==> src/rtl/regfile_wb.sv <==
// 32x32 register file with a one-deep write-back staging register.
// Reads forward the incoming write and then the staged write ahead of the array.
module regfile_wb_entry (
    input  logic        clk_i,
    input  logic        nrst_i,
    input  logic [31:0] en,
    input  logic [31:0] d,
    output logic [31:0] q
);
    always_ff @(posedge clk_i or negedge nrst_i) begin
        if (!nrst_i) begin
            q <= '0;
        end else begin
            for (int b = 0; b < 32; b++)
                if (en[b]) q[b] <= d[b];
        end
    end
endmodule

module regfile_wb (
    input  logic        clk_i,
    input  logic        nrst_i,
    input  logic        wr_en_i,
    input  logic [4:0]  wr_addr_i,
    input  logic [31:0] wr_data_i,
    input  logic [4:0]  rs1_addr_i,
    input  logic [4:0]  rs2_addr_i,
    output logic [31:0] rs1_data_o,
    output logic [31:0] rs2_data_o,
    output logic        pend_valid_o
);
    logic        pend_valid;
    logic [4:0]  pend_addr;
    logic [31:0] pend_data;
    logic [31:0] arr [32];

    always_ff @(posedge clk_i or negedge nrst_i) begin
        if (!nrst_i) begin
            pend_valid <= 1'b0;
            pend_addr  <= '0;
            pend_data  <= '0;
        end else if (wr_en_i && (wr_addr_i != 5'd0)) begin
            pend_valid <= 1'b1;
            pend_addr  <= wr_addr_i;
            pend_data  <= wr_data_i;
        end else begin
            pend_valid <= 1'b0;
        end
    end

    // x0 has no storage; entries x1..x31 commit whole-word from the staging register
    assign arr[0] = '0;
    for (genvar i = 1; i < 32; i++) begin : g_ent
        logic [31:0] en;
        assign en = (pend_valid && (pend_addr == 5'(i))) ? '1 : '0;
        regfile_wb_entry u_ent (
            .clk_i  (clk_i),
            .nrst_i (nrst_i),
            .en     (en),
            .d      (pend_data),
            .q      (arr[i])
        );
    end

    function automatic logic [31:0] rd(input logic [4:0] a, input logic [31:0] mem);
        logic [31:0] r;
        r = mem;
        if (a == 5'd0)                           r = '0;
        else if (wr_en_i && (wr_addr_i == a))    r = wr_data_i;
        else if (pend_valid && (pend_addr == a)) r = pend_data;
        return r;
    endfunction

    always_comb begin
        rs1_data_o = rd(rs1_addr_i, arr[rs1_addr_i]);
        rs2_data_o = rd(rs2_addr_i, arr[rs2_addr_i]);
    end

    assign pend_valid_o = pend_valid;
endmodule
==> config.mk <==
export PLATFORM = sky130hd
export DESIGN_NAME = regfile_wb
export DESIGN_NICKNAME = d
export VERILOG_FILES = /design/src/rtl/regfile_wb.sv
export SDC_FILE = /design/constraint.sdc
export NUM_CORES = 2
export LEC_CHECK = 0
export ABC_CLOCK_PERIOD_IN_PS = 4380
export CAP_MARGIN = 10
export CORE_MARGIN = 2
export CORE_UTILIZATION = 60
export DETAILED_ROUTE_END_ITERATION = 6
export PLACE_DENSITY = 0.76
export SETUP_SLACK_MARGIN = 0.2
export SLEW_MARGIN = 40
export SYNTH_ARGS = -nofsm -noshare
export SYNTH_HDL_FRONTEND = slang
export SYNTH_SLANG_ARGS = --single-unit
==> constraint.sdc <==
create_clock -name clk_i -period 4.38 [get_ports clk_i]
set_input_delay 0.876 -clock clk_i [delete_from_list [all_inputs] [get_ports clk_i]]
set_output_delay 0.876 -clock clk_i [all_outputs]
set_load 0.005 [all_outputs]
# --- Word level (Yosys, flattened, before mapping) ---
# Index checks and enable logic that the tools add are counted.
totals:
  output_inout_bits: 65
  word_cells: 1117
  ff_bits: 1030
  inputBits: 50
op_classes:
  n_reduce_logical: 39
  bitwise_logic: 2
  order_cmp: 2
  eq_ne: 35
  muxes: 44
ops:
  columns: ["operator", "n"]
  rows:
  - ["$mux W32", 41]
  - ["$bmux W32 S5", 2]
  - ["$eq A5 B5 Y1 const B", 16]
  - ["$eq A5 B4 Y1 const B", 8]
  - ["$logic_and A1 B1 Y1", 36]
  - ["$eq A5 B3 Y1 const B", 4]
  - ["$eq A5 B5 Y1", 4]
  - ["$ge A6 B6 Y1 const B", 2]
  - ["$not A5 Y6", 2]
  - ["$eq A5 B2 Y1 const B", 2]
  - ["$logic_not A5 Y1", 2]
  - ["$eq A5 B1 Y1 const B", 1]
  - ["$reduce_bool A5 Y1", 1]
  - ["$mux W1", 1]

# --- Logic depth before layout (Yosys ltp) ---
depth:
  ltp_word: 7
  ltp_mapped: 9
  mapped_depth_nobuf: 5

# --- By module ---
# From an unflattened synthesis, not the netlist that was laid out.
unflattened:
  cells_unflattened: 3996
  area_unflattened_um2: 59414.5
modules_own_cells:
  columns: ["module", "seq_area_each_um2", "cells_each", "area_per_inst_um2", "instances"]
  rows:
  - ["regfile_wb_entry", 800.8, 64, 1281.2, 31]
  - ["regfile_wb", 950.9, 2012, 19696.4, 1]

# --- Worst setup path after synthesis ---
# No wires, ideal clock.
synth_timing:
  path_type: "input to output"
  start: "input rs1_addr_i[1]"
  end: "output rs1_data_o[11]"
  t_required_ns: 3.504
  arrival_ns: 2.471
  slack_ns: 1.033
  path_buffers: 3
  path_stages: 7
  path_cell_list: "buf_4 -> buf_6 -> buf_2 -> mux4_2 -> mux2i_1 -> a22oi_1 -> a31o_2"
synth_via:
  elab_chain_cells: 7
  elab_cells_between_ends: 12
  classes_between: "eq/ne (2); mux (6); bitwise (1); reduce/logical (3)"
synth_lines:
  columns: ["item", "line_no", "rtl"]
  rows:
  - ["from (decl)", "26", "input logic [4:0] rs1_addr_i,"]
  - ["$not A5 Y6 (implied by the code)", "75", "rs1_data_o = rd(rs1_addr_i, arr[rs1_addr_i]);"]
  - ["$bmux W32 S5", "75", null]
  - ["$mux W32 (implied by the code) (2 in a row)", "75", null]
  - ["$mux W32", "70", "else if (pend_valid && (pend_addr == a)) r = pend_data;"]
  - ["$mux W32", "69", "else if (wr_en_i && (wr_addr_i == a)) r = wr_data_i;"]
  - ["$mux W32 (*)", "68", "if (a == 5'd0) r = '0;"]
  - ["to (decl)", "28", "output logic [31:0] rs1_data_o,"]
# Mark *: on every way between the ends. The rest lies on a longest branch, timed or not. The select of a mux whose other input is x is not followed.

# --- Worst setup path after layout ---
layout_timing:
  start: "input rs1_addr_i[3]"
  end: "output rs1_data_o[2]"
# The elaborated chain is that of the path after synthesis.

==> out/results.ini <==
[synthesis]
synth_largest_area_cell = dfrtp_1
synth_seq_area_share_pct = 45.6
synth_common_cells = dfrtp_1 (1030), mux2_2 (1029), mux2i_1 (381)
synth_ff_type = dfrtp_1
yosys.area.top_type_share_pct = 45.6
avgSynthCellArea_sq_um = 13.6
ys_types = 57
synth_area_leaders = dfrtp_1 (46%), mux2_2 (20%), mux4_2 (11%), mux2i_1 (6.7%), o22ai_1 (1.8%)
synth-edff-count = 0
ys_seq_elements = 1030
netlist_area_sq_mm = 0.0566
syn_nets = 4201
syn_inst = 4151
ys_warn_count = 0
synthArstFlopShare_pct = 100
synthMostInstantiatedCell = dfrtp_1

[worst_setup_path]
cp-end-kind = primary output
rr_worst_depth = 6
path_depth = 9
worstPathRequired_ps = 3500
critPathTopFamily = simple AND/OR/NAND/NOR gates
cp_common_cell = buf_4
startpoint = rs1_addr_i[3]
cp_slowest_cell = clkdlybuf4s50_1
critPathLaunchType = input pin
r2r_start = pend_valid_o$_DFF_PN0_
crit_arrival_ps = 3390
cp_num_buf_inv = 4
max_stage_delay_ps = 450
cp_max_fo = 33
r2r_end = g_ent[10].u_ent.q[17]$_DFFE_PN0P_
path_class = input pin to primary output
cp_cell_sequence = buf_4 -> or3_1 -> nor3_4 -> o21ba_2 -> buf_12 -> nand2b_1 -> o21ai_0 -> buf_4 -> clkdlybuf4s50_1
ff2ff_setup_slack_ps = 1390

[sta]
fin_setup_tns_ps = 0
fin_crit_sh_pct = 97.4
hold_viol = 0
setup_violations = 0
fin_crit_ps = 4260
slew_viol_final = 0
slew_headroom_pct = 39.4
layout_setup_ws_ps = 115
max_freq_mhz = 234
rsz0062_at_grt = yes
clock-skew-final_ps = 28.9
worst_pin_slew_ps = 907

[drt]
vias = 40300
dr.first_iter.drc_count = 4736
ant_nets = 0
drc = 0
drt_wl_total_mm = 185
dr.pass1.iters = 6
wl_per_cell_um = 33.2
viasPerCell = 7.25

[run_status]
status = completed

[cells_and_area]
finalNetCount = 4270
n_antenna_cell = 0
syn2layout_area_growth_pct = 14.8
stdcell_count = 5564
drive_gt1_share_pct = 45.9
final_util_pct = 69.6
num-fill-cells = 6359

[clock_tree]
cts_buffers = 109
htreeDepth = 3
worstSkewPairLatency_ps = 720
clk_path_buf_depth = 3
cts_hold_buf = 0
cts_root_buffer = clkbuf_16
cts_tree = done
clk_pin_slew_ps = 70
clock_sinks = 1030

[floorplan]
placementRows = 112
pin_count = 115
initial_utilization_pct = 60.6
die_h_um = 311
die_x_um = 311
dieArea_sq_mm = 0.0967
core_area_sq_mm = 0.0933

[power_and_ir_drop]
p_sw_mw = 9.11
ir_drop_uv = 346
intPower_mw = 22.1
combPwrFrac_pct = 23.9
p_clk_share_pct = 30.9
p_sw_share_pct = 29.2
p_leak_nw = 29.1
seq_power_share_pct = 45.2
finalPower_mw = 31.2
power.density_mw_per_mm2 = 481

[grt]
antenna_found_initial = 0
grt_max_degree = 139
track_usage_pct = 38.0
grt_pass1_wl_mm = 275
grt_overflow = 0
grt_pass1_vias = 41300

[flow_run]
drv_cap = 0

[hold_path]
hp-class = input pin to asynchronous set/reset pin

[placement]
hpwl_mm = 114
post-place-ws_ps = -183
gp_congestion = 0.888
io_buffers = 114
dp_cells = 5345

[per-layer routing]
metal / up-vias / GRT usage (%) / wire length [um]
met5: - / 0 / 0
met4: 0 / 21.4 / 12300
met3: 651 / 10.3 / 20700
met2: 2429 / 56.0 / 81600
met1: 21200 / 51.2 / 70100
li1: 16100 / - / -
[cells by family (layout without fill, tap and decap cells)]
group	count (synthesis)	after routing	share of synthesized area [%]
xor+xnor	20	20	0.310
mux	1742	1742	39.4
flops	1030	1030	45.6
compound gates	537	537	7.53
simple gates	361	361	3.20
buf+inv	461	620	3.98
[power groups by stage]
stage	Sequential [mW]	Clock, mW	Combinational [mW]
after floorplan	13.3	0	5.54
after global placement	14.0	0	7.02
after detailed placement	14.2	0	7.25
after CTS	14.0	9.70	7.34
after global routing	14.4	10.1	7.93
final	14.1	9.65	7.46
[registers in the layout, summed over array words and instances, names as in the netlist]
| signal | flops |
|---|---|
| g_ent.u_ent.q | 992 |
| pend_data | 32 |
| pend_addr | 5 |
| pend_valid_o | 1 |
[worst max path at each step]
stage / endpoint / slack [ps]
3_5_place_dp: rs1_data_o[30] / -180
5_1_grt: rs1_data_o[2] / 140
6_report: rs1_data_o[2] / 120
3_3_place_gp: rs1_data_o[28] / -210
4_1_cts: rs1_data_o[30] / 170
2_1_floorplan: rs1_data_o[11] / 1030
[worst register-to-register path: stages, from the launching register on]
cell	delay [ps]
dfrtp_1	390
buf_4	230
nand2b_1	130
nor3b_1	580
nand2_2	660
buf_4	520
mux2_2	350
[stage by stage]
stage	hold slack, ps	instance area, sq um
3_5_place_dp	498	60400
5_1_grt	158	64900
3_3_place_gp	487	60200
4_1_cts	117	64400
2_1_floorplan	470	56600
6_report	135	64900
[layout make-up]
cell class / instances / area, sq um / share of cell area, %
timing repair buffer: 417 / 4740 / 7.31
clock inverter: 33 / 442 / 0.680
multi-input combinational: 2660 / 29100 / 44.8
tap: 1254 / 1570 / 2.42
inverter: 2 / 10.0 / 0.0154
sequential: 1030 / 25800 / 39.8
clock buffer: 168 / 3290 / 5.07
[what timing repair did]
item	in CTS	in global routing
endpoints found under the setup margin	64	56
resized for setup	61	55
gates cloned	2	5
setup buffers	2	7
pin swaps	4	7
[cells in the final DEF (no fill, tap or decap), drive strengths merged, types with 12 or more instances in the layout]
master	Yosys	routed
a211oi	79	79
a21oi	37	37
a221oi	44	44
a22oi	41	41
a31o	29	29
a32o	30	30
a32oi	35	35
buf	252	307
clkbuf	207	173
clkdlybuf4s50	0	76
clkinv	0	22
dfrtp	1030	1030
dlygate4sd2	0	12
dlymetal6s2s	0	15
mux2	1081	1081
mux2i	381	381
mux4	280	280
nand2	130	130
nand3	14	14
nor2	19	19
nor2b	54	54
nor3	101	101
o21ai	23	23
o22ai	164	164
o31ai	14	14
o41ai	33	33
xor2	12	12
Power figures use the tool's default switching activity.
